--- config.mk ---
export PLATFORM = sky130hd
export DESIGN_NAME = fft_agu_ctrl
export DESIGN_NICKNAME = d
export VERILOG_FILES = /design/src/rtl/fft_agu_ctrl_pkg.sv /design/src/rtl/fft_phase_cnt.sv /design/src/rtl/fft_agu_ctrl.sv
export SDC_FILE = /design/constraint.sdc
export NUM_CORES = 1
export LEC_CHECK = 0
export CORE_MARGIN = 4
export CORE_UTILIZATION = 38
export DETAILED_ROUTE_END_ITERATION = 7
export GPL_TIMING_DRIVEN = 1
export PLACE_DENSITY = 0.61
export REMOVE_ABC_BUFFERS = 1
export SYNTH_ARGS = -nofsm -noshare
export SYNTH_HDL_FRONTEND = slang
export SYNTH_SLANG_ARGS = --single-unit
--- constraint.sdc ---
create_clock -name clk -period 4.25 [get_ports clk]
set_clock_uncertainty 0.15 [all_clocks]
set_input_delay 1.0625 -clock clk [delete_from_list [all_inputs] [get_ports clk]]
set_output_delay 1.0625 -clock clk [all_outputs]
set_load 0.02 [all_outputs]
--- src/rtl/fft_agu_ctrl_pkg.sv ---
// fft_agu_ctrl_pkg
// Shared constants for the FFT address-generation unit and its frame
// sequencer: AGU geometry, FSM state encodings, default frame timing and
// the phase-counter width.
// Ports: none (package).
package fft_agu_ctrl_pkg;

  // AGU geometry: 4096-point transform, four radix-8 stages.
  localparam int AGU_N_PTS    = 4096;
  localparam int AGU_N_STAGES = 4;
  localparam int AGU_ADDR_W   = 12;

  // Default frame timing. RUN covers every stage plus the datapath tail.
  localparam int PIPE_LAT_DEF = 48;
  localparam int LOAD_LEN_DEF = AGU_N_PTS;
  localparam int RUN_LEN_DEF  = AGU_N_STAGES * AGU_N_PTS + PIPE_LAT_DEF;

  localparam int CNT_W = 15;

  typedef enum logic [2:0] {
    ST_IDLE  = 3'd0,
    ST_LOAD  = 3'd1,
    ST_RUN   = 3'd2,
    ST_DRAIN = 3'd3,
    ST_DONE  = 3'd4
  } fsm_state_e;

  function automatic int max3(input int a, input int b, input int c);
    int m;
    m = (a > b) ? a : b;
    return (m > c) ? m : c;
  endfunction

endpackage

--- src/rtl/fft_phase_cnt.sv ---
// fft_phase_cnt
// Phase counter for the FFT frame sequencer. Counts up on inc, returns to
// zero on clr, and holds at CNT_MAX rather than wrapping.
// Ports:
//   clk  - clock
//   rst  - synchronous active-high reset
//   clr  - clear to zero (priority over inc)
//   inc  - advance by one
//   cnt  - current count
module fft_phase_cnt
  import fft_agu_ctrl_pkg::*;
#(
  parameter int CNT_MAX = RUN_LEN_DEF - 1
) (
  input  logic             clk,
  input  logic             rst,
  input  logic             clr,
  input  logic             inc,
  output logic [CNT_W-1:0] cnt
);

  always_ff @(posedge clk) begin
    if (rst || clr) begin
      cnt <= '0;
    end else if (inc && (cnt != CNT_W'(CNT_MAX))) begin
      cnt <= cnt + CNT_W'(1);
    end
  end

endmodule

--- src/rtl/fft_agu_ctrl.sv ---
// fft_agu_ctrl
// Frame sequencer for the FFT address-generation unit: loads one frame of
// samples, runs the AGU through every stage, drains the datapath, then
// pulses done.
// Optional feature: define FFT_CTRL_PERF_EN to add the stall_cnt output.
// Ports:
//   clk, rst        - clock, synchronous active-high reset
//   start           - frame request, honoured in IDLE only
//   abort           - drop the current frame, back to IDLE
//   in_valid        - load-sample valid
//   stall           - downstream back-pressure in RUN
//   AGU_en          - AGU count enable
//   rc_sel_out      - AGU load/reorder mode select
//   wrfd_en_out     - write-from-data enable
//   FFT_fin_wire    - final-output phase flag
//   busy, done      - frame in progress, one-cycle completion pulse
//   stall_cnt       - stalled RUN cycles this frame (FFT_CTRL_PERF_EN only)
//   state_out       - current state encoding
//
// state | meaning
// IDLE  | waiting for start
// LOAD  | writing LOAD_LEN input samples
// RUN   | AGU counting through all stages, pauses on stall
// DRAIN | datapath flush, PIPE_LAT cycles
// DONE  | one-cycle completion
module fft_agu_ctrl
  import fft_agu_ctrl_pkg::*;
#(
  parameter int LOAD_LEN = LOAD_LEN_DEF,
  parameter int RUN_LEN  = RUN_LEN_DEF,
  parameter int PIPE_LAT = PIPE_LAT_DEF
) (
  input  logic        clk,
  input  logic        rst,
  input  logic        start,
  input  logic        abort,
  input  logic        in_valid,
  input  logic        stall,
  output logic        AGU_en,
  output logic        rc_sel_out,
  output logic        wrfd_en_out,
  output logic        FFT_fin_wire,
  output logic        busy,
  output logic        done,
`ifdef FFT_CTRL_PERF_EN
  output logic [15:0] stall_cnt,
`endif
  output logic [2:0]  state_out
);

  localparam int CNT_MAX = max3(LOAD_LEN, RUN_LEN, PIPE_LAT) - 1;

  fsm_state_e       state_q, state_d;
  logic [CNT_W-1:0] cnt;
  logic             cnt_clr, cnt_inc;

  always_ff @(posedge clk) begin
    if (rst) state_q <= ST_IDLE;
    else     state_q <= state_d;
  end

  always_comb begin
    state_d = ST_IDLE;
    case (state_q)
      ST_IDLE:  state_d = start ? ST_LOAD : ST_IDLE;
      ST_LOAD: begin
        if (abort) state_d = ST_IDLE;
        else if (in_valid && (cnt == CNT_W'(LOAD_LEN - 1))) state_d = ST_RUN;
        else state_d = ST_LOAD;
      end
      ST_RUN: begin
        if (abort) state_d = ST_IDLE;
        else if (!stall && (cnt == CNT_W'(RUN_LEN - 1))) state_d = ST_DRAIN;
        else state_d = ST_RUN;
      end
      ST_DRAIN: begin
        if (abort) state_d = ST_IDLE;
        else if (cnt == CNT_W'(PIPE_LAT - 1)) state_d = ST_DONE;
        else state_d = ST_DRAIN;
      end
      ST_DONE:  state_d = ST_IDLE;
      default:  state_d = ST_IDLE;
    endcase
  end

  // Every state change restarts the phase count, so each phase starts at 0.
  assign cnt_clr = (state_d != state_q);
  assign cnt_inc = ((state_q == ST_LOAD) && in_valid) ||
                   ((state_q == ST_RUN) && !stall) ||
                   (state_q == ST_DRAIN);

  fft_phase_cnt #(
    .CNT_MAX (CNT_MAX)
  ) u_phase_cnt (
    .clk (clk),
    .rst (rst),
    .clr (cnt_clr),
    .inc (cnt_inc),
    .cnt (cnt)
  );

  // Enables follow the handshake inputs combinationally; everything else
  // decodes from the registered state.
  always_comb begin
    AGU_en       = 1'b0;
    rc_sel_out   = 1'b0;
    wrfd_en_out  = 1'b0;
    FFT_fin_wire = 1'b0;
    busy         = 1'b0;
    done         = 1'b0;
    case (state_q)
      ST_LOAD: begin
        AGU_en      = in_valid;
        rc_sel_out  = in_valid;
        wrfd_en_out = in_valid;
        busy        = 1'b1;
      end
      ST_RUN: begin
        AGU_en = !stall;
        busy   = 1'b1;
      end
      ST_DRAIN: begin
        FFT_fin_wire = 1'b1;
        busy         = 1'b1;
      end
      ST_DONE: begin
        FFT_fin_wire = 1'b1;
        done         = 1'b1;
      end
      default: ;
    endcase
  end

  assign state_out = state_q;

`ifdef FFT_CTRL_PERF_EN
  always_ff @(posedge clk) begin
    if (rst) begin
      stall_cnt <= '0;
    end else if ((state_q == ST_IDLE) && (state_d == ST_LOAD)) begin
      stall_cnt <= '0;
    end else if ((state_q == ST_RUN) && stall && (stall_cnt != 16'hFFFF)) begin
      stall_cnt <= stall_cnt + 16'd1;
    end
  end
`endif

endmodule

==> impl_metrics.py, run 1 <==
metrics = {
    "status": {
        "status": "completed",
    },
    "critical_path": {
        "crit_buf_inv": 2,
        "crit-reg2reg-capture": "u_phase_cnt.cnt[13]",
        "start_kind": "input pin",
        "reg2regPathDepth": 4,
        "crit_path_top_delay_cell": "clkdlybuf4s50_1",
        "crit_required_ns": 3.04,
        "r2r-start": "state_out[1]",
        "rrSetupSlack_ns": 1.96,
        "slowest_delay_ns": 0.61,
        "cp_common_cell": "clkdlybuf4s50_1",
        "cp_top_family": "buffers and inverters",
        "crit_type": "input pin to output port",
        "endpoint_kind": "output port",
        "path_cells": "clkdlybuf4s50_1 > and2b_1 > a22oi_1 > nor2_1 > clkdlybuf4s50_1",
        "cp.arrival_ns": 2.59,
        "crit_fanout": 5,
    },
    "yosys": {
        "synth_top_cell_by_area": "dfxtp_1",
        "synth_area_per_cell_sq_um": 9.32,
        "ys_seq_area_frac": 0.304,
        "yosys-top-cells-area": "dfxtp_1 30%, a221oi_1 8.1%, or3_1 4.2%, a221oi_2 3.8%, o31ai_1 3.8%",
        "synth-seq-cells": 18,
        "synthFlopType": "dfxtp_1",
        "synth_top_area_share": 0.304,
        "synth-edff-count": 0,
        "synthArstFlopShare": 0,
        "synth_cell_types": 44,
        "synth_warnings": 0,
        "syn_inst": 127,
        "syn_area_sq_um": 1180,
    },
    "clock_network": {
        "cts_hold_repair.buffers": 0,
        "postCtsSetupRepairBufs": 0,
        "clk_latency_ns": 0.30,
        "clock-root-buffer": "clkbuf_4",
        "cts-resized-gates": 0,
        "tritoncts": "done",
        "cts_buffers": 3,
        "clockBufferDepth": 2,
        "htree_num_levels": 1,
        "cts_sinks": 18,
        "clk_pin_slew_ns": 0.11,
    },
    "min_path": {
        "hold_class": "flip-flop to flip-flop",
        "whs_path_depth": 2,
        "min-delay-start": "u_phase_cnt.cnt[14]",
        "holdPathEnd": "u_phase_cnt.cnt[14]",
    },
    "layout": {
        "drive_above_1_share": 0.146,
        "diodes": 0,
        "area_growth_pct": 14.5,
        "stdcell_count": 179,
        "final_nets": 145,
    },
    "global_route": {
        "grt_max_degree": 17,
        "grt_pass1_wl_um": 5130,
        "grt_pass1_vias": 1080,
        "grt_overflow": 0,
        "grtUsageTotal": 0.154,
        "antenna_found_initial": 0,
    },
    "die": {
        "fp.dieH_um": 63.8,
        "dieArea_sq_um": 4070,
        "core_area_sq_um": 2880,
        "die_w_um": 63.8,
        "initial_utilization": 0.411,
        "pin_count": 15,
        "rows": 19,
    },
    "route": {
        "ant_nets": 0,
        "wl_um": 2820,
        "vias_per_cell": 6.15,
        "vias": 1100,
        "drc": 0,
        "drt_iter0_markers": 45,
        "dr.pass1.iters": 4,
        "wire_per_inst_um": 15.8,
    },
    "power": {
        "p_leak_nw": 0.373,
        "pwr_density_cell_nw_per_um2": 235,
        "vdd_drop_max_v": 0.000147,
    },
    "sta": {
        "setup_tns_ns": 0,
        "worst_slew_pin_slew_ns": 0.785,
        "finalHoldViolCount": 0,
        "max_freq_ghz": 0.263,
        "slew-limit-headroom": 0.477,
        "rsz0062_at_grt": "no",
        "finalCritPeriodShare": 0.894,
        "fin_crit_ns": 3.80,
        "slew_violations": 0,
        "setup_viol": 0,
    },
    "place": {
        "io_buffers": 14,
        "finalWeightedCongestion": 0.822,
        "dp.cells": 175,
        "dpl.hpwl_um": 1990,
    },
    "flow_run": {
        "drv_cap": 0,
    },
}
synthesized netlist by cell type, drive strengths merged, types with 2 or more instances:
master	number
and2	3
o31ai	6
a211o	2
nor2	4
nand3	5
dfxtp	18
o2111ai	2
o21a	2
nand2	4
nor4	2
or4	6
buf	8
inv	5
and4	2
nor3	3
nand4	4
o21ai	10
or3	8
a221oi	14
and3	5
cells in the final DEF (no fill, tap or decap), types with 2 or more instances in the layout:
master and count:
o21ai_2 2, clkdlybuf4s50_1 14, nor4_1 2, o21ai_0 8, nand4_1 4, and4_4 2, and3_1 4, or4_1 4
nand3_1 4, nor2_1 4, a221oi_1 11, inv_1 4, a221oi_2 3, or4_4 2, nor3_1 3, or3_1 8
clkbuf_4 3, and2_1 3, nand2_1 4, dfxtp_1 18, a211o_1 2, o31ai_1 6
cells by family after synthesis:
logic type                 after synthesis  share of synthesized area
AOI/OAI and AO/OA                       43                      0.327
DFF                                     18                      0.304
xor gates and xnor gates                 1                    0.00740
adders and majority gates                1                     0.0106
and+or+nand+nor                         51                      0.286
buffers and inverters                   13                     0.0645
state kept, by name, summed over array words and instances, names as in the netlist:
signal / flops
state_out: 3
u_phase_cnt.cnt: 15
per-layer routing:
metal  vias up  GRT usage  wire [um]
met5         -          0          0
li1        536          -          -
met1       547      0.203       1340
met3         4     0.0368         74
met2        13      0.250       1370
met4         0     0.0404         36
worst min-delay path: stages (launching register included):
cell and delay, ns:
dfxtp_1 0.35, o31ai_1 0.08, a221oi_2 0.06
how the worst max path moves through the flow:
stage / from / end / slack [ns] / cells after the start
final: stall / AGU_en / 0.45 / 5
after global routing: stall / AGU_en / 0.36 / 5
after CTS: stall / AGU_en / 0.44 / 5
after detailed placement: stall / AGU_en / 0.44 / 5
after global placement: stall / AGU_en / 0.47 / 5
after floorplan: stall / AGU_en / 1.31 / 3
where the power goes:
group          total, mW  leakage [nW]  internal, mW  switching [mW]
Sequential         0.172         0.145         0.170         0.00195
Clock              0.109        0.0210        0.0522          0.0571
Combinational     0.0371         0.207        0.0150          0.0221
Total              0.318         0.373         0.237          0.0812
final cells by class:
cell class | count | area (sq um)
Clock buffer | 4 | 36.3
Timing Repair Buffer | 14 | 140
Tap cell | 42 | 52.6
Multi-Input combinational cell | 96 | 747
Fill cell | 282 | 1520
Sequential cell | 18 | 360
Inverter | 5 | 18.8
through the flow:
| stage | setup slack (ns) | power, mW | hold WS [ns] | util | area, sq um |
|---|---|---|---|---|---|
| floorplan | 1.31 | 0.196 | 0.331 | - | 1130 |
| global placement | 0.472 | 0.212 | 0.352 | 0.458 | 1320 |
| detailed placement | 0.444 | 0.213 | 0.361 | 0.458 | 1320 |
| CTS | 0.444 | 0.321 | 0.379 | 0.471 | 1360 |
| global route | 0.364 | 0.330 | 0.393 | 0.471 | 1360 |
| finish | 0.450 | 0.318 | 0.377 | 0.471 | 1360 |
No activity file was read; power rests on OpenSTA's default activity.
==> run 2, diff against run 1 <==
--- a/config.mk
+++ b/config.mk
@@ -14,3 +14,4 @@
 export SYNTH_ARGS = -nofsm -noshare
 export SYNTH_HDL_FRONTEND = slang
 export SYNTH_SLANG_ARGS = --single-unit
+export TNS_END_PERCENT = 100
==> constraint.sdc (replaced) <==
create_clock -name clk -period 4 [get_ports clk]
set_clock_uncertainty 0.15 [all_clocks]
set_input_delay 1 -clock clk [delete_from_list [all_inputs] [get_ports clk]]
set_output_delay 1 -clock clk [all_outputs]
set_load 0.02 [all_outputs]
==> impl_metrics.py, run 2 (synthesized netlist as in run 1, its figures left out) <==
metrics = {
    "sta": {
        "setup_tns_ns": 0,
        "max_freq_ghz": 0.272,
        "slew-limit-headroom": 0.467,
        "fin_crit_ns": 3.67,
        "setup_viol": 0,
        "finalHoldViolCount": 0,
        "worst_slew_pin_slew_ns": 0.799,
        "finalCritPeriodShare": 0.918,
        "rsz0062_at_grt": "no",
        "slew_violations": 0,
    },
    "global_route": {
        "grt_pass1_wl_um": 5230,
        "grt_overflow": 0,
        "grt_max_degree": 17,
        "grt_pass1_vias": 1087,
        "antenna_found_initial": 0,
        "grtUsageTotal": 0.157,
    },
    "route": {
        "wl_um": 2940,
        "vias": 1094,
        "drt_iter0_markers": 42,
        "drc": 0,
        "wire_per_inst_um": 16.4,
        "ant_nets": 0,
        "dr.pass1.iters": 4,
        "vias_per_cell": 6.11,
    },
    "power": {
        "pwr_density_cell_nw_per_um2": 250,
        "internal_power_mw": 0.252,
        "p_leak_nw": 0.373,
        "combPwrFrac": 0.118,
        "total_power_mw": 0.338,
        "p_seq_frac": 0.539,
        "clkPwrFrac": 0.343,
        "switching_share": 0.256,
        "vdd_drop_max_v": 0.000177,
        "p_switching_mw": 0.0868,
    },
    "die": {
        "initial_utilization": 0.411,
        "core_area_sq_um": 2880,
        "fp.dieH_um": 63.8,
        "pin_count": 15,
        "dieArea_sq_um": 4070,
        "rows": 19,
        "die_w_um": 63.8,
    },
    "critical_path": {
        "crit_fanout": 5,
        "cp.arrival_ns": 2.52,
        "endpoint_kind": "output port",
        "reg2regPathDepth": 4,
        "cp_top_family": "buffers and inverters",
        "path_cells": "clkdlybuf4s50_1 > and2b_1 > a22oi_1 > nor2_1 > clkdlybuf4s50_1",
        "slowest_delay_ns": 0.61,
        "start_kind": "input pin",
        "crit_buf_inv": 2,
        "cp_common_cell": "clkdlybuf4s50_1",
        "rrSetupSlack_ns": 1.70,
        "crit_type": "input pin to output port",
        "crit_path_top_delay_cell": "clkdlybuf4s50_1",
        "crit-reg2reg-capture": "u_phase_cnt.cnt[13]",
        "crit_required_ns": 2.85,
        "r2r-start": "state_out[1]",
    },
    "clock_network": {
        "clock-root-buffer": "clkbuf_4",
        "htree_num_levels": 1,
        "tritoncts": "done",
        "clockBufferDepth": 2,
        "clk_pin_slew_ns": 0.10,
        "cts-resized-gates": 0,
        "postCtsSetupRepairBufs": 0,
        "cts_hold_repair.buffers": 0,
        "clk_latency_ns": 0.30,
        "cts_buffers": 3,
        "cts_sinks": 18,
    },
    "place": {
        "dp.cells": 175,
        "io_buffers": 14,
        "finalWeightedCongestion": 0.821,
        "dpl.hpwl_um": 1990,
    },
    "layout": {
        "regMostFlops": "u_phase_cnt.cnt",
        "fillers": 285,
        "drive_above_1_share": 0.146,
        "diodes": 0,
        "area_growth_pct": 14.5,
        "stdcell_count": 179,
        "final_nets": 145,
        "mostFrequentLayoutCell": "dfxtp_1",
        "largest_reg_flops": 15,
        "final_cell_mix": "18 x dfxtp_1, 14 x clkdlybuf4s50_1, 11 x a221oi_1",
    },
    "status": {
        "status": "completed",
    },
    "min_path": {
        "holdPathEnd": "u_phase_cnt.cnt[14]",
        "min-delay-start": "u_phase_cnt.cnt[14]",
        "whs_path_depth": 2,
        "hold_class": "flip-flop to flip-flop",
    },
    "flow_run": {
        "drv_cap": 0,
    },
}
[run 2: area by class of cell]
class | instances | area, sq um | share of cell area
Multi-Input combinational cell | 96 | 747 | 0.551
Sequential cell | 18 | 360 | 0.266
Timing Repair Buffer | 14 | 140 | 0.103
Tap cell | 42 | 52.6 | 0.0388
Clock buffer | 4 | 36.3 | 0.0268
Inverter | 5 | 18.8 | 0.0139
[run 2: how the worst max path moves through the flow]
stage          start     end  slack [ns]  cells after the start
3_3_place_gp   stall  AGU_en        0.35                      5
5_1_grt        stall  AGU_en        0.22                      5
2_1_floorplan  stall  AGU_en        1.18                      3
6_report       stall  AGU_en        0.33                      5
4_1_cts        stall  AGU_en        0.32                      5
3_5_place_dp   stall  AGU_en        0.32                      5
[run 2: metrics by stage]
step	cell area [sq um]	hold WS [ns]	util	worst slack [ns]
2_1_floorplan	1130	0.331	-	1.18
3_3_place_gp	1320	0.352	0.458	0.347
3_5_place_dp	1320	0.361	0.458	0.320
4_1_cts	1360	0.379	0.471	0.319
5_1_grt	1360	0.395	0.471	0.224
6_report	1360	0.382	0.471	0.329
[run 2: routing by layer]
layer | share of wire | GRT usage | vias up
li1 | - | - | 534
met1 | 0.47 | 0.199 | 545
met2 | 0.50 | 0.265 | 11
met3 | 0.021 | 0.0385 | 4
met4 | 0.010 | 0.0458 | 0
met5 | 0 | 0 | -
[run 2: power by group through the flow]
stage               registers [mW]  clock network [mW]  logic, mW
global placement             0.186                   0     0.0394
floorplan                    0.187                   0     0.0217
CTS                          0.182               0.119     0.0402
global route                 0.183               0.129     0.0430
detailed placement           0.186                   0     0.0402
finish                       0.182               0.116     0.0401
[run 2: tightest hold or removal path, cell delays in order (launching register included)]
cell      delay (ns)
dfxtp_1         0.35
o31ai_1         0.09
a221oi_2        0.06
==> run 3, diff against run 2 <==
--- a/config.mk
+++ b/config.mk
@@ -5,6 +5,7 @@
 export SDC_FILE = /design/constraint.sdc
 export NUM_CORES = 1
 export LEC_CHECK = 0
+export CORE_ASPECT_RATIO = 1.2
 export CORE_MARGIN = 4
 export CORE_UTILIZATION = 38
 export DETAILED_ROUTE_END_ITERATION = 7
==> constraint.sdc (replaced) <==
create_clock -name clk -period 4.1 [get_ports clk]
set_clock_uncertainty 0.15 [all_clocks]
set_input_delay 1.025 -clock clk [delete_from_list [all_inputs] [get_ports clk]]
set_output_delay 1.025 -clock clk [all_outputs]
set_load 0.02 [all_outputs]
==> impl_metrics.py, run 3 (synthesized netlist as in run 1, its figures left out) <==
metrics = {
    "status": {
        "status": "completed",
    },
    "critical_path": {
        "start_kind": "input pin",
        "crit-reg2reg-capture": "u_phase_cnt.cnt[13]",
        "endpoint_kind": "output port",
        "r2r-start": "state_out[1]",
        "reg2regPathDepth": 4,
        "crit_type": "input pin to output port",
        "cp.arrival_ns": 2.53,
        "crit_required_ns": 2.92,
        "rrSetupSlack_ns": 1.85,
        "crit_fanout": 5,
    },
    "sta": {
        "slew-limit-headroom": 0.465,
        "rsz0062_at_grt": "no",
        "setup_viol": 0,
        "fin_crit_ns": 3.71,
        "slew_violations": 0,
        "max_freq_ghz": 0.270,
        "finalCritPeriodShare": 0.904,
        "setup_tns_ns": 0,
        "finalHoldViolCount": 0,
        "worst_slew_pin_slew_ns": 0.803,
    },
    "die": {
        "pin_count": 15,
        "core_area_sq_um": 2890,
        "dieArea_sq_um": 4080,
        "fp.dieH_um": 69.1,
        "initial_utilization": 0.410,
        "rows": 21,
        "die_w_um": 58.9,
    },
    "place": {
        "finalWeightedCongestion": 0.752,
        "io_buffers": 14,
        "dpl.hpwl_um": 1970,
    },
    "power": {
        "clkPwrFrac": 0.284,
        "combPwrFrac": 0.129,
        "switching_share": 0.255,
        "pwr_density_cell_nw_per_um2": 227,
        "p_switching_mw": 0.0771,
        "internal_power_mw": 0.225,
        "p_seq_frac": 0.587,
        "p_leak_nw": 0.366,
        "vdd_drop_max_v": 0.000110,
    },
    "clock_network": {
        "cts_hold_repair.buffers": 0,
        "postCtsSetupRepairBufs": 0,
        "cts-resized-gates": 0,
        "tritoncts": "done",
        "clock-root-buffer": "clkbuf_4",
        "clockBufferDepth": 2,
        "cts_sinks": 18,
        "cts_buffers": 3,
        "clk_pin_slew_ns": 0.09,
        "htree_num_levels": 1,
        "clk_latency_ns": 0.29,
    },
    "global_route": {
        "grt_pass1_vias": 1121,
        "grt_pass1_wl_um": 4920,
        "grt_max_degree": 17,
        "grtUsageTotal": 0.150,
        "grt_overflow": 0,
        "antenna_found_initial": 0,
    },
    "min_path": {
        "holdPathEnd": "u_phase_cnt.cnt[14]",
        "whs_path_depth": 2,
        "hold_class": "flip-flop to flip-flop",
        "min-delay-start": "u_phase_cnt.cnt[14]",
    },
    "route": {
        "vias": 1074,
        "dr.pass1.iters": 4,
        "ant_nets": 0,
        "wl_um": 2810,
        "vias_per_cell": 6.32,
        "wire_per_inst_um": 16.6,
        "drt_iter0_markers": 25,
        "drc": 0,
    },
    "layout": {
        "regMostFlops": "u_phase_cnt.cnt",
        "area_growth_pct": 12.5,
        "final_cell_mix": "18 x dfxtp_1, 14 x clkdlybuf4s50_1, 11 x a221oi_1",
        "diodes": 0,
        "largest_reg_flops": 15,
        "mostFrequentLayoutCell": "dfxtp_1",
        "final_core_util": 0.461,
        "final_nets": 145,
        "drive_above_1_share": 0.140,
    },
    "flow_run": {
        "drv_cap": 0,
    },
}
[run 3: cell types whose count changed in the layout (fill, tap and decap cells not counted), sizes merged]
cell,before,now
clkbuf,4,3
[run 3: critical path, cell delays in order]
cell             delay (ns)
clkdlybuf4s50_1        0.39
and2b_1                0.32
a22oi_1                0.10
nor2_1                 0.09
clkdlybuf4s50_1        0.60
[run 3: final cells by class]
type                       count  area [sq um]
clock buffer                   3          22.5
fill                         294          1560
inverter                       5          18.8
multi-input combinational     96           747
sequential                    18           360
tap                           34          42.5
timing repair buffer          14           140
[run 3: worst max path at each step]
stage	startpoint	end	slack, ns	depth (start not counted)
global placement	stall	AGU_en	0.40	5
CTS	stall	AGU_en	0.38	5
finish	stall	AGU_en	0.39	5
global route	stall	AGU_en	0.27	5
floorplan	stall	AGU_en	1.23	3
detailed placement	stall	AGU_en	0.39	5
[run 3: layer usage]
layer | vias to the layer above | global-route usage | part of all wire
met5 | - | 0 | 0
met4 | 0 | 0.0856 | 0.027
met3 | 8 | 0.0224 | 0.054
met2 | 27 | 0.243 | 0.49
met1 | 497 | 0.183 | 0.43
li1 | 542 | - | -
[run 3: power groups by stage]
| stage | clock (mW) | sequential (mW) | combinational (mW) |
|---|---|---|---|
| 5_1_grt | 0.0951 | 0.178 | 0.0421 |
| 3_3_place_gp | 0 | 0.182 | 0.0382 |
| 3_5_place_dp | 0 | 0.182 | 0.0388 |
| 6_report | 0.0859 | 0.178 | 0.0390 |
| 2_1_floorplan | 0 | 0.182 | 0.0212 |
| 4_1_cts | 0.0898 | 0.178 | 0.0390 |
[run 3: through the flow]
step / setup WS (ns) / power [mW] / hold slack (ns) / instances / area (sq um)
6_report: 0.392 / 0.303 / 0.371 / 170 / 1330
5_1_grt: 0.267 / 0.315 / 0.421 / 170 / 1330
4_1_cts: 0.384 / 0.306 / 0.377 / 170 / 1330
3_5_place_dp: 0.389 / 0.220 / 0.364 / 167 / 1310
3_3_place_gp: 0.405 / 0.220 / 0.351 / 167 / 1310
2_1_floorplan: 1.23 / 0.203 / 0.331 / 119 / 1130
